==> src/rtl/clock_pkg.sv <==
// clock_pkg: shared key-channel FSM states and default cycle constants.
//   btn_state_e      : RELEASED / HELD / REPEATING per-key state
//   *_CYC_DEF        : default timing in clk cycles (50 MHz)
package clock_pkg;
    typedef enum logic [1:0] {RELEASED, HELD, REPEATING} btn_state_e;
    localparam int DEBOUNCE_CYC_DEF = 1_000_000;
    localparam int HOLD_CYC_DEF     = 25_000_000;
    localparam int REPEAT_CYC_DEF   = 5_000_000;
endpackage

==> src/rtl/btn_channel.sv <==
// btn_channel: one key path -- synchronizer, debouncer, press/hold/repeat FSM.
//   clk, reset_n : clock, async active-low reset
//   i_btn_n      : raw active-low key, asynchronous to clk
//   i_lock       : lockout from the top; parks the FSM in HELD with timers cleared
//   o_level      : debounced level, 1 = pressed
//   o_fire       : unregistered pulse request, registered (and gated) by the top
module btn_channel
    import clock_pkg::*;
#(
    parameter int   DEBOUNCE_CYC = DEBOUNCE_CYC_DEF,
    parameter int   HOLD_CYC     = HOLD_CYC_DEF,
    parameter int   REPEAT_CYC   = REPEAT_CYC_DEF,
    parameter logic REPEAT_EN    = 1'b1
) (
    input  logic clk,
    input  logic reset_n,
    input  logic i_btn_n,
    input  logic i_lock,
    output logic o_level,
    output logic o_fire
);
    localparam int DB_W   = $clog2(DEBOUNCE_CYC + 1);
    localparam int HOLD_W = $clog2(HOLD_CYC + 1);
    localparam int REP_W  = $clog2(REPEAT_CYC + 1);
    localparam logic [DB_W-1:0]   DB_LAST   = DB_W'(DEBOUNCE_CYC - 1);
    localparam logic [HOLD_W-1:0] HOLD_LAST = HOLD_W'(HOLD_CYC - 1);
    localparam logic [REP_W-1:0]  REP_LAST  = REP_W'(REPEAT_CYC - 1);

    logic [1:0]        r_sync;
    logic              r_level;
    logic [DB_W-1:0]   r_db_cnt;
    btn_state_e        r_state, w_state_nx;
    logic [HOLD_W-1:0] r_hold, w_hold_nx;
    logic [REP_W-1:0]  r_rep, w_rep_nx;
    logic              w_fire;

    // r_sync[1] is the synchronized key (active-low); r_level is the accepted pressed level
    always_ff @(posedge clk or negedge reset_n) begin
        if (!reset_n) begin
            r_sync   <= 2'b11;
            r_level  <= 1'b0;
            r_db_cnt <= '0;
        end else begin
            r_sync <= {r_sync[0], i_btn_n};
            if ((~r_sync[1]) == r_level)
                r_db_cnt <= '0;
            else if (r_db_cnt == DB_LAST) begin
                r_level  <= ~r_sync[1];
                r_db_cnt <= '0;
            end else
                r_db_cnt <= r_db_cnt + 1'b1;
        end
    end

    always_ff @(posedge clk or negedge reset_n) begin
        if (!reset_n) begin
            r_state <= RELEASED;
            r_hold  <= '0;
            r_rep   <= '0;
        end else begin
            r_state <= w_state_nx;
            r_hold  <= w_hold_nx;
            r_rep   <= w_rep_nx;
        end
    end

    // Timers default to 0, so any exit from a counting state clears them
    always_comb begin
        w_state_nx = r_state;
        w_hold_nx  = '0;
        w_rep_nx   = '0;
        w_fire     = 1'b0;
        case (r_state)
            RELEASED: begin
                if (r_level) begin
                    w_state_nx = HELD;
                    w_fire     = 1'b1;
                end
            end
            HELD: begin
                if (!r_level)
                    w_state_nx = RELEASED;
                else if (REPEAT_EN && !i_lock) begin
                    if (r_hold == HOLD_LAST) begin
                        w_state_nx = REPEATING;
                        w_fire     = 1'b1;
                    end else
                        w_hold_nx = r_hold + 1'b1;
                end
            end
            REPEATING: begin
                if (!r_level)
                    w_state_nx = RELEASED;
                else if (i_lock)
                    w_state_nx = HELD;
                else if (r_rep == REP_LAST)
                    w_fire = 1'b1;
                else
                    w_rep_nx = r_rep + 1'b1;
            end
            default: w_state_nx = RELEASED;
        endcase
    end

    assign o_level = r_level;
    assign o_fire  = w_fire;
endmodule

==> src/rtl/btn_conditioner.sv <==
// btn_conditioner: conditions inc/dec/set keys into one-cycle requests for the clock core.
//   clk, reset_n        : clock, async active-low reset
//   i_btn_inc_n/dec_n   : raw active-low keys with auto-repeat
//   i_btn_set_n         : raw active-low key, one pulse per press
//   o_inc/dec/set_pulse : registered one-cycle requests
//   o_set_held          : registered debounced set level, 1 = pressed
module btn_conditioner
    import clock_pkg::*;
#(
    parameter int DEBOUNCE_CYC = DEBOUNCE_CYC_DEF,
    parameter int HOLD_CYC     = HOLD_CYC_DEF,
    parameter int REPEAT_CYC   = REPEAT_CYC_DEF
) (
    input  logic clk,
    input  logic reset_n,
    input  logic i_btn_inc_n,
    input  logic i_btn_dec_n,
    input  logic i_btn_set_n,
    output logic o_inc_pulse,
    output logic o_dec_pulse,
    output logic o_set_pulse,
    output logic o_set_held
);
    logic w_inc_level, w_dec_level, w_set_level;
    logic w_inc_fire, w_dec_fire, w_set_fire;
    logic w_lock;

    // Both directions pressed is ambiguous: silence both and restart hold timing
    assign w_lock = w_inc_level & w_dec_level;

    btn_channel #(.DEBOUNCE_CYC(DEBOUNCE_CYC), .HOLD_CYC(HOLD_CYC), .REPEAT_CYC(REPEAT_CYC), .REPEAT_EN(1'b1)) u_inc (
        .clk(clk), .reset_n(reset_n), .i_btn_n(i_btn_inc_n), .i_lock(w_lock),
        .o_level(w_inc_level), .o_fire(w_inc_fire)
    );

    btn_channel #(.DEBOUNCE_CYC(DEBOUNCE_CYC), .HOLD_CYC(HOLD_CYC), .REPEAT_CYC(REPEAT_CYC), .REPEAT_EN(1'b1)) u_dec (
        .clk(clk), .reset_n(reset_n), .i_btn_n(i_btn_dec_n), .i_lock(w_lock),
        .o_level(w_dec_level), .o_fire(w_dec_fire)
    );

    btn_channel #(.DEBOUNCE_CYC(DEBOUNCE_CYC), .HOLD_CYC(HOLD_CYC), .REPEAT_CYC(REPEAT_CYC), .REPEAT_EN(1'b0)) u_set (
        .clk(clk), .reset_n(reset_n), .i_btn_n(i_btn_set_n), .i_lock(1'b0),
        .o_level(w_set_level), .o_fire(w_set_fire)
    );

    always_ff @(posedge clk or negedge reset_n) begin
        if (!reset_n) begin
            o_inc_pulse <= 1'b0;
            o_dec_pulse <= 1'b0;
            o_set_pulse <= 1'b0;
            o_set_held  <= 1'b0;
        end else begin
            o_inc_pulse <= w_inc_fire & ~w_lock;
            o_dec_pulse <= w_dec_fire & ~w_lock;
            o_set_pulse <= w_set_fire;
            o_set_held  <= w_set_level;
        end
    end
endmodule

==> config.mk <==
export PLATFORM = sky130hd
export DESIGN_NAME = btn_conditioner
export DESIGN_NICKNAME = d
export VERILOG_FILES = /design/src/rtl/clock_pkg.sv /design/src/rtl/btn_channel.sv /design/src/rtl/btn_conditioner.sv
export SDC_FILE = /design/constraint.sdc
export NUM_CORES = 1
export LEC_CHECK = 0
export CORE_ASPECT_RATIO = 0.9
export CORE_MARGIN = 2
export CORE_UTILIZATION = 50
export DETAILED_ROUTE_END_ITERATION = 16
export PLACE_DENSITY = 0.66
export SLEW_MARGIN = 0
export SYNTH_ARGS = -nofsm -noshare
export SYNTH_HDL_FRONTEND = slang
export SYNTH_HIERARCHICAL = 1
export SYNTH_SLANG_ARGS = --single-unit
==> constraint.sdc <==
create_clock -name clk -period 4.15 [get_ports clk]
set_clock_uncertainty 0.2 [all_clocks]
set_input_delay 0.6225 -clock clk [delete_from_list [all_inputs] [get_ports clk]]
set_output_delay 0.6225 -clock clk [all_outputs]
set_load 0.1 [all_outputs]
==> results.md <==
- Slew HR: 0.353
- Sequential cell area: 0.00436 mm2
- Core Region: 0.0168 mm2
- DR vias/cell: 5.34
- Diodes inserted: 0
- Pwr Total: 3.53 mW
- Switch share: 0.196
- Number of global-route vias before repair: 5626
- Yosys warns: 6
- DR vias: 5794
- Num CTS Buffers: 17
- Crit. End Element: output pin
- Final worst slack: 1.45 ns
- Post-DP HPWL: 9520 um
- Worst skew pair latency: 0.42 ns
- Fin Setup TNS: 0 ns
- Syn Nets: 870
- Die width: 142 um
- Layout cells sized above 1: 0.0743
- Worst path top cell family by delay: buffers and inverters
- Comb power frac: 0.018
- CTS H-tree lvls: 4
- Placed cell areas: 0.00881 mm2
- First drt pass iteration count: 4
- Clock power frac: 0.495
- Fillers: 1437
- Fin crit share: 0.650
- Unrepaired setup endpoints after global routing: false
- Clock-pin slew on the worst setup and hold paths: 0.06 ns
- Worst min path class: in2async
- Multi-input gate area: 0.00398 mm2
- Worst-path maximum fanout: 1
- Nets: 883
- Final hold vios: 0
- DRC violations left: 0
- WP buf/inv: 1
- WL final: 14500 um
- Largest net degree at the start of global routing: 97
- Root Buffer Master: clkbuf_16
- Critical Path RT: 3.33 ns
- Area Growth Syn to Fin: 10.9%
- Global-route wire length before repair: 26300 um
- Dpl ws: 1.81 ns
- Syn_area_per_cell: 10.1 um2
- Area of the mapped netlist: 0.00854 mm2
- Placer Congestion: 0.808
- Effective utilization at floorplan: 0.509
- Final Util: 0.565
- Peak VDD IR: 0.263 mV
- Placed insts: 1054
- Cts repair resizes: 0
- Num rows: 45
- DRT antenna net count: 0
- Leakage: 3.84 nW
- CTS tree: yes
- Hold Buf Count CTS: 0
- Slew @ Worst Pin: 0.967 ns
- Port Buffer Count: 8
- Cell Int Power: 2.84 mW
- CP Cell Sequence: clkdlybuf4s50_1
- Max capacitance violation total: 0
- Slowest CP cell: clkdlybuf4s50_1
- Global-route usage over all layers: 0.178
- Setup Crit Path Kind: reg2out
- Reg power frac: 0.487
- CP max stage delay: 1.13 ns
- Min cycle time layout: 2.70 ns
- I/O pins: 9
- Switch Pwr: 0.690 mW
- Grt ovf: 0
- Wire length per cell: 13.3 um
- Number of setup buffers added after CTS: 0
- P per Cell Area: 372 mW/mm2
- Hold WS: 0.0302 ns
- Max-slew violations: 0
- Antenna violations before repair: 0
- Final instance area: 0.00947 mm2
- Setup-failing EPs final: 0
- Maximum clock insertion buffer count: 2
- Num Clock Sinks: 174
- Die H: 128 um
- CP Data Arrival Time: 1.87 ns
- 1st-iter DRT viols: 297
- Crit start category: flop
- Max frequency: 0.371 GHz
- Status: completed
- Post-synthesis cell count: 849
- Final Non-Filler Cells: 1086
- Die ar.: 0.0181 mm2
-- layout make-up --
| type | count | area share |
|---|---|---|
| sequential | 174 | 0.461 |
| multi-input combinational | 633 | 0.420 |
| clock buffer | 21 | 0.0497 |
| tap | 211 | 0.0279 |
| clock inverter | 11 | 0.0197 |
| timing repair buffer | 10 | 0.0115 |
| inverter | 26 | 0.0103 |
-- cells in the final DEF (no fill, tap or decap), types with 3 or more instances in the layout --
cell,count
bufinv_16,5
dfrtp_1,168
nor3_1,22
clkinv_2,4
nand4b_1,4
or4_1,6
inv_1,26
dfstp_2,6
nor4_1,6
a21oi_1,12
nor2_1,167
and2_1,7
o21ai_0,8
xor2_1,101
nor4b_1,8
or2_2,8
nand4_1,33
clkbuf_8,3
xnor2_1,35
clkbuf_16,17
or3_1,5
and3_1,10
ha_1,16
o31ai_1,4
nand2_1,59
nand3_1,66
clkdlybuf4s50_1,7
nor4_2,4
and4_1,16
-- worst paths after layout --
| path | from | end | slack [ns] | cells after the start |
|---|---|---|---|---|
| worst max-delay path | o_set_held | o_set_held | 1.45 | 1 |
| worst min-delay path | reset_n | u_dec/r_hold[17] | 0.03 | 1 |
| worst max register to register | u_set/r_db_cnt[16] | u_set/r_db_cnt[2] | 1.79 | 5 |
| worst min register to register | u_set/r_sync[0] | u_set/r_sync[1] | 0.16 | 0 |
| max in group asynchronous | reset_n | u_set/r_sync[1] | 2.78 | 2 |
| min in group clk | u_set/r_sync[0] | u_set/r_sync[1] | 0.16 | 0 |
-- routing by layer --
metal	global-route usage	wire, um	up-vias
met4	0.0506	119	0
met2	0.264	6350	46
met3	0.0471	347	8
li1	-	-	2934
met1	0.260	7650	2806
met5	0	0	-
-- power by group through the flow --
stage          combinational (mW)  sequential, mW  clock, mW
2_1_floorplan              0.0227            1.75          0
3_3_place_gp               0.0676            1.75          0
3_5_place_dp               0.0679            1.75          0
4_1_cts                    0.0684            1.72       1.80
5_1_grt                    0.0761            1.72       1.88
6_report                   0.0639            1.72       1.74
-- registers in the layout, summed over array words and instances (netlist names), 2 cells and up --
| signal | flops |
|---|---|
| u_dec/r_state | 2 |
| u_dec/r_rep | 23 |
| u_dec/r_hold | 25 |
| u_inc/r_db_cnt | 20 |
| u_inc/r_sync | 2 |
| u_inc/r_rep | 23 |
| u_set/r_sync | 2 |
| u_set/r_db_cnt | 20 |
| u_inc/r_hold | 25 |
| u_dec/r_sync | 2 |
| u_dec/r_db_cnt | 20 |
| u_inc/r_state | 2 |
No activity file was read; power rests on OpenSTA's default activity.
